### src/rtl/rr_pipe_sched_if.sv
// Producer/consumer bundle for rr_pipe_sched: per-source request/data/grant on one side,
// and the valid/ready output stream from pipeline stage B on the other.
interface rr_pipe_sched_if #(
  parameter int N_REQ  = 4,
  parameter int DATA_W = 8,
  parameter int SRC_W  = 2
);
  logic [N_REQ-1:0]        req;
  logic [N_REQ*DATA_W-1:0] req_data;
  logic [N_REQ-1:0]        gnt;
  logic                    out_valid;
  logic [DATA_W-1:0]       out_data;
  logic [SRC_W-1:0]        out_src;
  logic                    out_ready;
  logic                    busy;

  modport master (
    output req, req_data, out_ready,
    input  gnt, out_valid, out_data, out_src, busy
  );

  modport slave (
    input  req, req_data, out_ready,
    output gnt, out_valid, out_data, out_src, busy
  );
endinterface

### src/rtl/rr_pipe_sched.sv
// Round-robin scheduler feeding a shared two-stage pipeline (A -> B) whose stage B
// presents a valid/ready stream downstream.
module rr_pipe_sched #(
  parameter int N_REQ  = 4,
  parameter int DATA_W = 8,
  parameter int SRC_W  = 2
) (
  input  logic           clk,
  input  logic           rst_n,
  rr_pipe_sched_if.slave bus
);

  // Occupancy encoding is {a_v, b_v}, so the valid bits fall straight out of the state.
  typedef enum logic [1:0] {
    EMPTY  = 2'b00,
    HALF_B = 2'b01,
    HALF_A = 2'b10,
    FULL   = 2'b11
  } occ_e;

  occ_e              state_q, state_d;
  logic              a_v, b_v, advance;
  logic [DATA_W-1:0] a_data, b_data;
  logic [SRC_W-1:0]  a_src, b_src;
  logic [SRC_W-1:0]  ptr_q, ptr_inc;
  logic [SRC_W-1:0]  gnt_idx;
  logic              gnt_any;
  logic [N_REQ-1:0]  gnt_c;
  logic [SRC_W:0]    idx_w;

  assign a_v     = state_q[1];
  assign b_v     = state_q[0];
  assign advance = !b_v || bus.out_ready;

  // NOTE: every variable written here gets a default first, so no path leaves it
  // unassigned and no latch is inferred.
  always_comb begin
    gnt_c   = '0;
    gnt_any = 1'b0;
    gnt_idx = '0;
    idx_w   = '0;
    for (int i = 0; i < N_REQ; i++) begin
      idx_w = {1'b0, ptr_q} + (SRC_W+1)'(i);
      if (idx_w >= (SRC_W+1)'(N_REQ))
        idx_w = idx_w - (SRC_W+1)'(N_REQ);
      if (!gnt_any && bus.req[idx_w[SRC_W-1:0]]) begin
        gnt_any = 1'b1;
        gnt_idx = idx_w[SRC_W-1:0];
      end
    end
    // Reset is included so gnt stays low for the whole time rst_n is asserted.
    if (!(advance && rst_n))
      gnt_any = 1'b0;
    if (gnt_any)
      gnt_c[gnt_idx] = 1'b1;
  end

  always_comb begin
    ptr_inc = gnt_idx + SRC_W'(1);
    if ({1'b0, gnt_idx} == (SRC_W+1)'(N_REQ - 1))
      ptr_inc = '0;
  end

  always_comb begin
    state_d = state_q;
    if (advance) begin
      case (state_q)
        EMPTY:   state_d = gnt_any ? HALF_A : EMPTY;
        HALF_A:  state_d = gnt_any ? FULL   : HALF_B;
        HALF_B:  state_d = gnt_any ? HALF_A : EMPTY;
        FULL:    state_d = gnt_any ? FULL   : HALF_B;
        default: state_d = EMPTY;
      endcase
    end
  end

  // NOTE: sequential state uses non-blocking assignments so stage B samples stage A's
  // old value on the same edge that stage A is reloaded.
  always_ff @(posedge clk or negedge rst_n) begin
    if (!rst_n)
      state_q <= EMPTY;
    else
      state_q <= state_d;
  end

  always_ff @(posedge clk or negedge rst_n) begin
    if (!rst_n) begin
      ptr_q  <= '0;
      a_data <= '0;
      a_src  <= '0;
      b_data <= '0;
      b_src  <= '0;
    end else if (advance) begin
      b_data <= a_data;
      b_src  <= a_src;
      if (gnt_any) begin
        a_data <= bus.req_data[int'(gnt_idx)*DATA_W +: DATA_W];
        a_src  <= gnt_idx;
        ptr_q  <= ptr_inc;
      end
    end
  end

  assign bus.gnt       = gnt_c;
  assign bus.out_valid = b_v;
  assign bus.out_data  = b_data;
  assign bus.out_src   = b_src;
  assign bus.busy      = a_v || b_v;

endmodule

### src/flat_wrapper.sv
// flat-port wrapper written by rule: the top's interface ports become plain ports
module rr_pipe_sched_flat 
#(
  parameter int N_REQ  = 4,
  parameter int DATA_W = 8,
  parameter int SRC_W  = 2
)
  (clk, rst_n, bus_req, bus_req_data, bus_out_ready, bus_gnt, bus_out_valid, bus_out_data, bus_out_src, bus_busy);
  rr_pipe_sched_if #(.N_REQ(N_REQ), .DATA_W(DATA_W), .SRC_W(SRC_W)) bus_i ();
  input  logic clk;
  input  logic rst_n;
  input wire logic [$bits(bus_i.req)-1:0] bus_req;
  input wire logic [$bits(bus_i.req_data)-1:0] bus_req_data;
  input wire logic [$bits(bus_i.out_ready)-1:0] bus_out_ready;
  output wire logic [$bits(bus_i.gnt)-1:0] bus_gnt;
  output wire logic [$bits(bus_i.out_valid)-1:0] bus_out_valid;
  output wire logic [$bits(bus_i.out_data)-1:0] bus_out_data;
  output wire logic [$bits(bus_i.out_src)-1:0] bus_out_src;
  output wire logic [$bits(bus_i.busy)-1:0] bus_busy;
  assign bus_i.req = bus_req;
  assign bus_i.req_data = bus_req_data;
  assign bus_i.out_ready = bus_out_ready;
  assign bus_gnt = bus_i.gnt;
  assign bus_out_valid = bus_i.out_valid;
  assign bus_out_data = bus_i.out_data;
  assign bus_out_src = bus_i.out_src;
  assign bus_busy = bus_i.busy;
  rr_pipe_sched #(.N_REQ(N_REQ), .DATA_W(DATA_W), .SRC_W(SRC_W)) u_core (.clk(clk), .rst_n(rst_n), .bus(bus_i));
endmodule
### config.mk
export PLATFORM = sky130hd
export DESIGN_NAME = rr_pipe_sched_flat
export DESIGN_NICKNAME = d
export VERILOG_FILES = /design/src/rtl/rr_pipe_sched_if.sv /design/src/rtl/rr_pipe_sched.sv /design/src/flat_wrapper.sv
export SDC_FILE = /design/constraint.sdc
export NUM_CORES = 1
export LEC_CHECK = 0
export BUFFER_PORTS_ARGS = -buffer_cell sky130_fd_sc_hd__buf_2
export CELL_PAD_IN_SITES_DETAIL_PLACEMENT = 0
export CELL_PAD_IN_SITES_GLOBAL_PLACEMENT = 1
export CORE_AREA = 2 2 93 50
export CTS_CLUSTER_DIAMETER = 60
export CTS_CLUSTER_SIZE = 14
export DETAILED_ROUTE_END_ITERATION = 10
export DIE_AREA = 0 0 95 52
export PLACE_DENSITY = 0.73
export REMOVE_ABC_BUFFERS = 1
export SLEW_MARGIN = 10
export SYNTH_ARGS = -nofsm -noshare
export SYNTH_HDL_FRONTEND = slang
export SYNTH_SLANG_ARGS = --single-unit
### constraint.sdc
create_clock -name clk -period 1.4 [get_ports clk]
set_input_delay 0.28 -clock clk [delete_from_list [all_inputs] [get_ports clk]]
set_output_delay 0.28 -clock clk [all_outputs]
set_load 0.005 [all_outputs]
# Yosys cells after proc, flatten, opt, wreduce, memory -nomap -nowiden
# Cells that the tools add are included.
[totals]
input_bits = 39
wordCells = 72
regBits = 24
out_inout_bits = 16
[classes]
reduce_logical = 15
muxes = 28
shift = 1
eq_ne = 4
magnitude_cmp = 10
n_addsub = 8
[ops]
columns = ["op", "count"]
rows = [
  ["$shiftx A32 B6 Y8", 1],
  ["$mux W2", 11],
  ["$lt A2 B3 Y1 const B", 5],
  ["$mux W1", 10],
  ["$ge A3 B3 Y1 const B", 3],
  ["$bmux W1 S2", 4],
  ["$sub A2 B1 Y2 const B", 4],
  ["$add A2 B2 Y3 const B", 2],
  ["$eq A2 B2 Y1 const B", 3],
  ["$logic_and A1 B1 Y1", 5],
  ["$logic_not A1 Y1", 4],
  ["$mux W4", 1],
  ["$pmux W2 S2", 1],
  ["$reduce_or A2 Y1", 2],
  ["$add A2 B1 Y3 const B", 1],
  ["$ge A2 B3 Y1 const B", 1],
  ["$add A2 B1 Y2 const B", 1],
  ["$demux W1 S2", 1],
  ["$eq A2 B1 Y1 const B", 1],
  ["$ge A2 B1 Y1 const B", 1],
  ["$logic_not A2 Y1", 1],
  ["$logic_or A1 B1 Y1", 2],
  ["$reduce_and A2 Y1", 1],
]

# Longest topological paths before layout
[depth]
depth_word = 19
depth_mapped = 6
mapped_depth_nobuf = 5

# Worst setup path before layout
# OpenSTA, ideal clock, no wires.
[synth_path]
kind = "reg2out"
startpoint = "reg u_core.state_q[0]"
endpoint = "out bus_gnt[1]"
path_stages_with_launch = 6
arrival_ps = 1289
required_ps = 1120
path_buffers = 2
path_slack_ps = -169
cell_sequence = "dfrtp_1 nor2b_1 clkbuf_1 nand3b_2 buf_4 nor3_1"
[synth_via]
elab_chain_len = 5
[synth_lines]
columns = ["element", "line_no", "rtl"]
rows = [
  ["from (decl)", "rr_pipe_sched.sv:21", "occ_e state_q, state_d;"],
  ["from (signal assigned)", "rr_pipe_sched.sv:83", "state_q <= state_d;"],
  ["$logic_not A1 Y1", "rr_pipe_sched.sv:33", "assign advance = !b_v || bus.out_ready;"],
  ["$logic_or A1 B1 Y1", "rr_pipe_sched.sv:33", ""],
  ["$logic_and A1 B1 Y1", "rr_pipe_sched.sv:52", "if (!(advance && rst_n))"],
  ["$mux W1", "rr_pipe_sched.sv:52", ""],
  ["$mux W4", "rr_pipe_sched.sv:54", "if (gnt_any)"],
  ["to (decl)", "flat_wrapper.sv:15", "output wire logic [$bits(bus_i.gnt)-1:0] bus_gnt;"],
]
# Every way passes these cells.

# Worst setup path in the final report
[layout_path]
startpoint = "reg u_core.ptr_q[1]"
endpoint = "out bus_gnt[2]"
[layout_via]
elab_chain_len = 19
word_cells_on_any_way = 44
classes_between = "add/sub: 7; order compare: 6; mux: 24; reduce/logical: 7"
[layout_lines]
columns = ["element", "line_no", "rtl"]
rows = [
  ["from (decl)", "rr_pipe_sched.sv:25", "logic [SRC_W-1:0] ptr_q, ptr_inc;"],
  ["from (signal assigned)", "rr_pipe_sched.sv:99", "ptr_q <= ptr_inc;"],
  ["parallel branches: the longest is 18 deep, another holds $add A2 B1 Y3", "--", ""],
  ["$mux W4 (*)", "rr_pipe_sched.sv:54", ""],
]
# Mark *: on every way between the ends. The select of a mux whose other input is x is not followed.

==> results.json <==
{
  "worst_ep_required_time_ns": 1.12,
  "ys_top_cells_by_area": "dfrtp_1 48%, mux2i_1 13%, mux2_2 8.2%",
  "num_rows": 17,
  "drc": 0,
  "power_mw": 3.02,
  "peakVddDrop_mv": 0.474,
  "max_slew_margin_pct": 79.1,
  "clock_path_buffers": 2,
  "start_util_pct": 29.6,
  "wirelength_mm": 3.18,
  "netSwitchingFraction_pct": 32.7,
  "routabilityCongestion": 0.819,
  "vias": 1111,
  "die_h_um": 52,
  "finClkSkew_ns": 0.00522,
  "status": "finished with violations",
  "wl_per_cell_um": 13.5,
  "crit_path_start_kind": "flip-flop",
  "io_buffer_count": 54,
  "yosysWarnings": 0,
  "grtUsageTotal_pct": 13.5,
  "r2r_setup_slack_ns": -0.30,
  "clkLatencyLatePin_ns": 0.27,
  "p_seq_share_pct": 37.9,
  "drt_iter0_markers": 21,
  "synth_area_leader_cell": "dfrtp_1",
  "synth_top_family_by_area": "multiplexers",
  "via_per_inst": 4.71,
  "internal-power_mw": 2.03,
  "cp_num_cells": 5,
  "synthMuxAreaShare_pct": 21.1,
  "setup_violations": 16,
  "ios": 55,
  "power.density_nw_per_um2": 1630,
  "hold_slack_ns": 0.0366,
  "yosys.area_share.simple_pct": 13.3,
  "cts_made_buffers": 3,
  "synth.most_common_cell": "dfrtp_1",
  "setup_ws_ns": -0.396,
  "grt_overflow_total": 0,
  "r2r-end": "u_core.a_data[1]",
  "grt_pass1_wl_mm": 5.04,
  "hold_violations": 0,
  "cp_num_buf_inv": 1,
  "cpMaxStageDelayCell": "dfrtp_1",
  "grt_setup_unrepaired": "true",
  "p_leak_nw": 0.951,
  "setup.worst_path.end": "bus_gnt[2]",
  "cts_tree": "built",
  "path_class": "flip-flop to primary output",
  "synthTopCellsByCount": "24 x dfrtp_1, 16 x mux2i_1, 12 x nand2_1, 9 x mux2_2, 9 x o221ai_1",
  "hpwl_mm": 2.41,
  "die_w_um": 95,
  "critical_path.max_fanout": 4,
  "synthArstFlopShare_pct": 100,
  "diodes": 0,
  "p_sw_mw": 0.987,
  "cp_top_family": "simple AND/OR/NAND/NOR gates",
  "min_path_type": "input pin to asynchronous set/reset pin",
  "core_um2": 4190,
  "dr.pass1.iters": 4,
  "antenna_found_initial": 0,
  "postSynthAreaPerCell_um2": 11.6,
  "slew_viol_final": 0,
  "dpl_cell_area_um2": 1680,
  "ant_nets": 0,
  "synth_top_area_share_pct": 48.4,
  "syn_inst": 107,
  "nFillCells": 418,
  "clock-sinks": 24,
  "synth_xor_area_share_pct": 0.706,
  "synth_compound_area_share_pct": 12.1,
  "cts_root_buf": "clkbuf_8",
  "drive_gt1_share_pct": 59.2,
  "synth-seq-cells": 24,
  "syn_area_um2": 1240,
  "die-area_um2": 4940,
  "tightest_slew_ns": 0.313,
  "ys_types": 29,
  "fin_crit_sh_pct": 128,
  "grt_pass1_vias": 1128,
  "cts_max_level": 1,
  "synth_edf_count": 0,
  "pwr-share-clk_pct": 15.4,
  "worst-r2r-cell-count": 7,
  "placed_cells": 229,
  "finalNetCount": 219,
  "p_comb_share_pct": 46.6,
  "grt_max_degree": 25,
  "arrival_ns": 1.52,
  "r2r_start": "u_core.ptr_q[0]",
  "ys_seq_area_share_pct": 48.4,
  "max_freq_ghz": 0.557,
  "ys.flop_type": "dfrtp_1",
  "maxCapViolCount": 0,
  "syn2layout_area_growth_pct": 48.9,
  "slowest_delay_ns": 0.40,
  "violations": "negative setup slack",
  "fin_area_um2": 1850,
  "crit_chain": "a21oi_1 -> or3_4 -> o221a_4 -> and3_4 -> buf_6",
  "layout.cells.non_filler": 236,
  "cp-startpoint": "u_core.ptr_q[1]",
  "post-route-util_pct": 44.1,
  "clk_pin_slew_ns": 0.08,
  "synth_adder_area_share_pct": 0,
  "final.min_clock_period_ns": 1.80,
  "end_kind": "primary output"
}
per-layer routing:
metal | wire [µm] | vias to the layer above | track usage (%)
li1 | - | 535 | -
met1 | 1530 | 515 | 18.1
met2 | 1390 | 53 | 21.3
met3 | 238 | 8 | 4.35
met4 | 14 | 0 | 2.90
met5 | 0 | - | 0
sequential cells by signal (all words and copies together), names as in the netlist:
signal,count
u_core.a_data,8
u_core.a_src,2
u_core.bus.out_data,8
u_core.bus.out_src,2
u_core.ptr_q,2
u_core.state_q,2
cell usage in the layout (no fill, tap or decap), drive strengths merged:
cell type / instances
o22ai: 1
buf: 73
and3b: 1
xnor2: 1
inv: 4
o21ai: 3
a21o: 1
a21oi: 2
nor3: 3
nand3b: 1
mux2: 9
and3: 2
nand2: 14
nor2: 2
nor2b: 3
or2: 2
a221oi: 1
o221a: 1
clkbuf: 4
or3: 1
mux2i: 16
o221ai: 9
dfrtp: 24
or4: 1
power groups by stage:
stage | Clock, mW | Combinational [mW] | Sequential, mW
floorplan | 0 | 0.680 | 1.14
finish | 0.466 | 1.41 | 1.14
global route | 0.508 | 1.54 | 1.18
global placement | 0 | 1.20 | 1.14
CTS | 0.485 | 1.38 | 1.15
detailed placement | 0 | 1.23 | 1.16
metrics by stage:
stage          setup slack, ns  setup TNS (ns)
6_report                -0.396           -3.77
5_1_grt                 -0.445           -5.23
4_1_cts                 -0.390           -4.45
3_5_place_dp            -0.374           -4.77
3_3_place_gp            -0.302           -4.21
2_1_floorplan           -0.462           -7.00
cell type report:
type	count	area [µm²]	share of cell area, %
Clock buffer	4	55.1	2.98
Inverter	4	15.0	0.813
Multi-Input combinational cell	74	659	35.7
Sequential cell	24	601	32.5
Tap cell	57	71.3	3.86
Timing Repair Buffer	73	445	24.1
kinds of logic after synthesis:
kind of cell	count (synthesis)
AOI/OAI and AO/OA	18
buffers and inverters	9
xor gates and xnor gates	1
muxes	25
and+or+nand+nor	30
DFF	24
how the worst min path moves through the flow:
stage / start / slack, ns / depth (start not counted) / endpoint
2_1_floorplan: rst_n / -0.02 / 0 / u_core.a_data[0]
3_3_place_gp: rst_n / 0.32 / 2 / u_core.bus.out_src[0]
3_5_place_dp: rst_n / 0.34 / 2 / u_core.ptr_q[0]
4_1_cts: rst_n / 0.04 / 2 / u_core.bus.out_data[5]
5_1_grt: rst_n / 0.06 / 2 / u_core.a_data[5]
6_report: rst_n / 0.04 / 2 / u_core.a_data[1]
timing repair:
action / in CTS / in global routing
buffers inserted: 2 / 2
gates resized for setup: 16 / 4
hold buffers: 0 / 0
pin swaps: 4 / 3
endpoints found under the setup margin: 17 / 17
No activity file was read; power rests on OpenSTA's default activity.
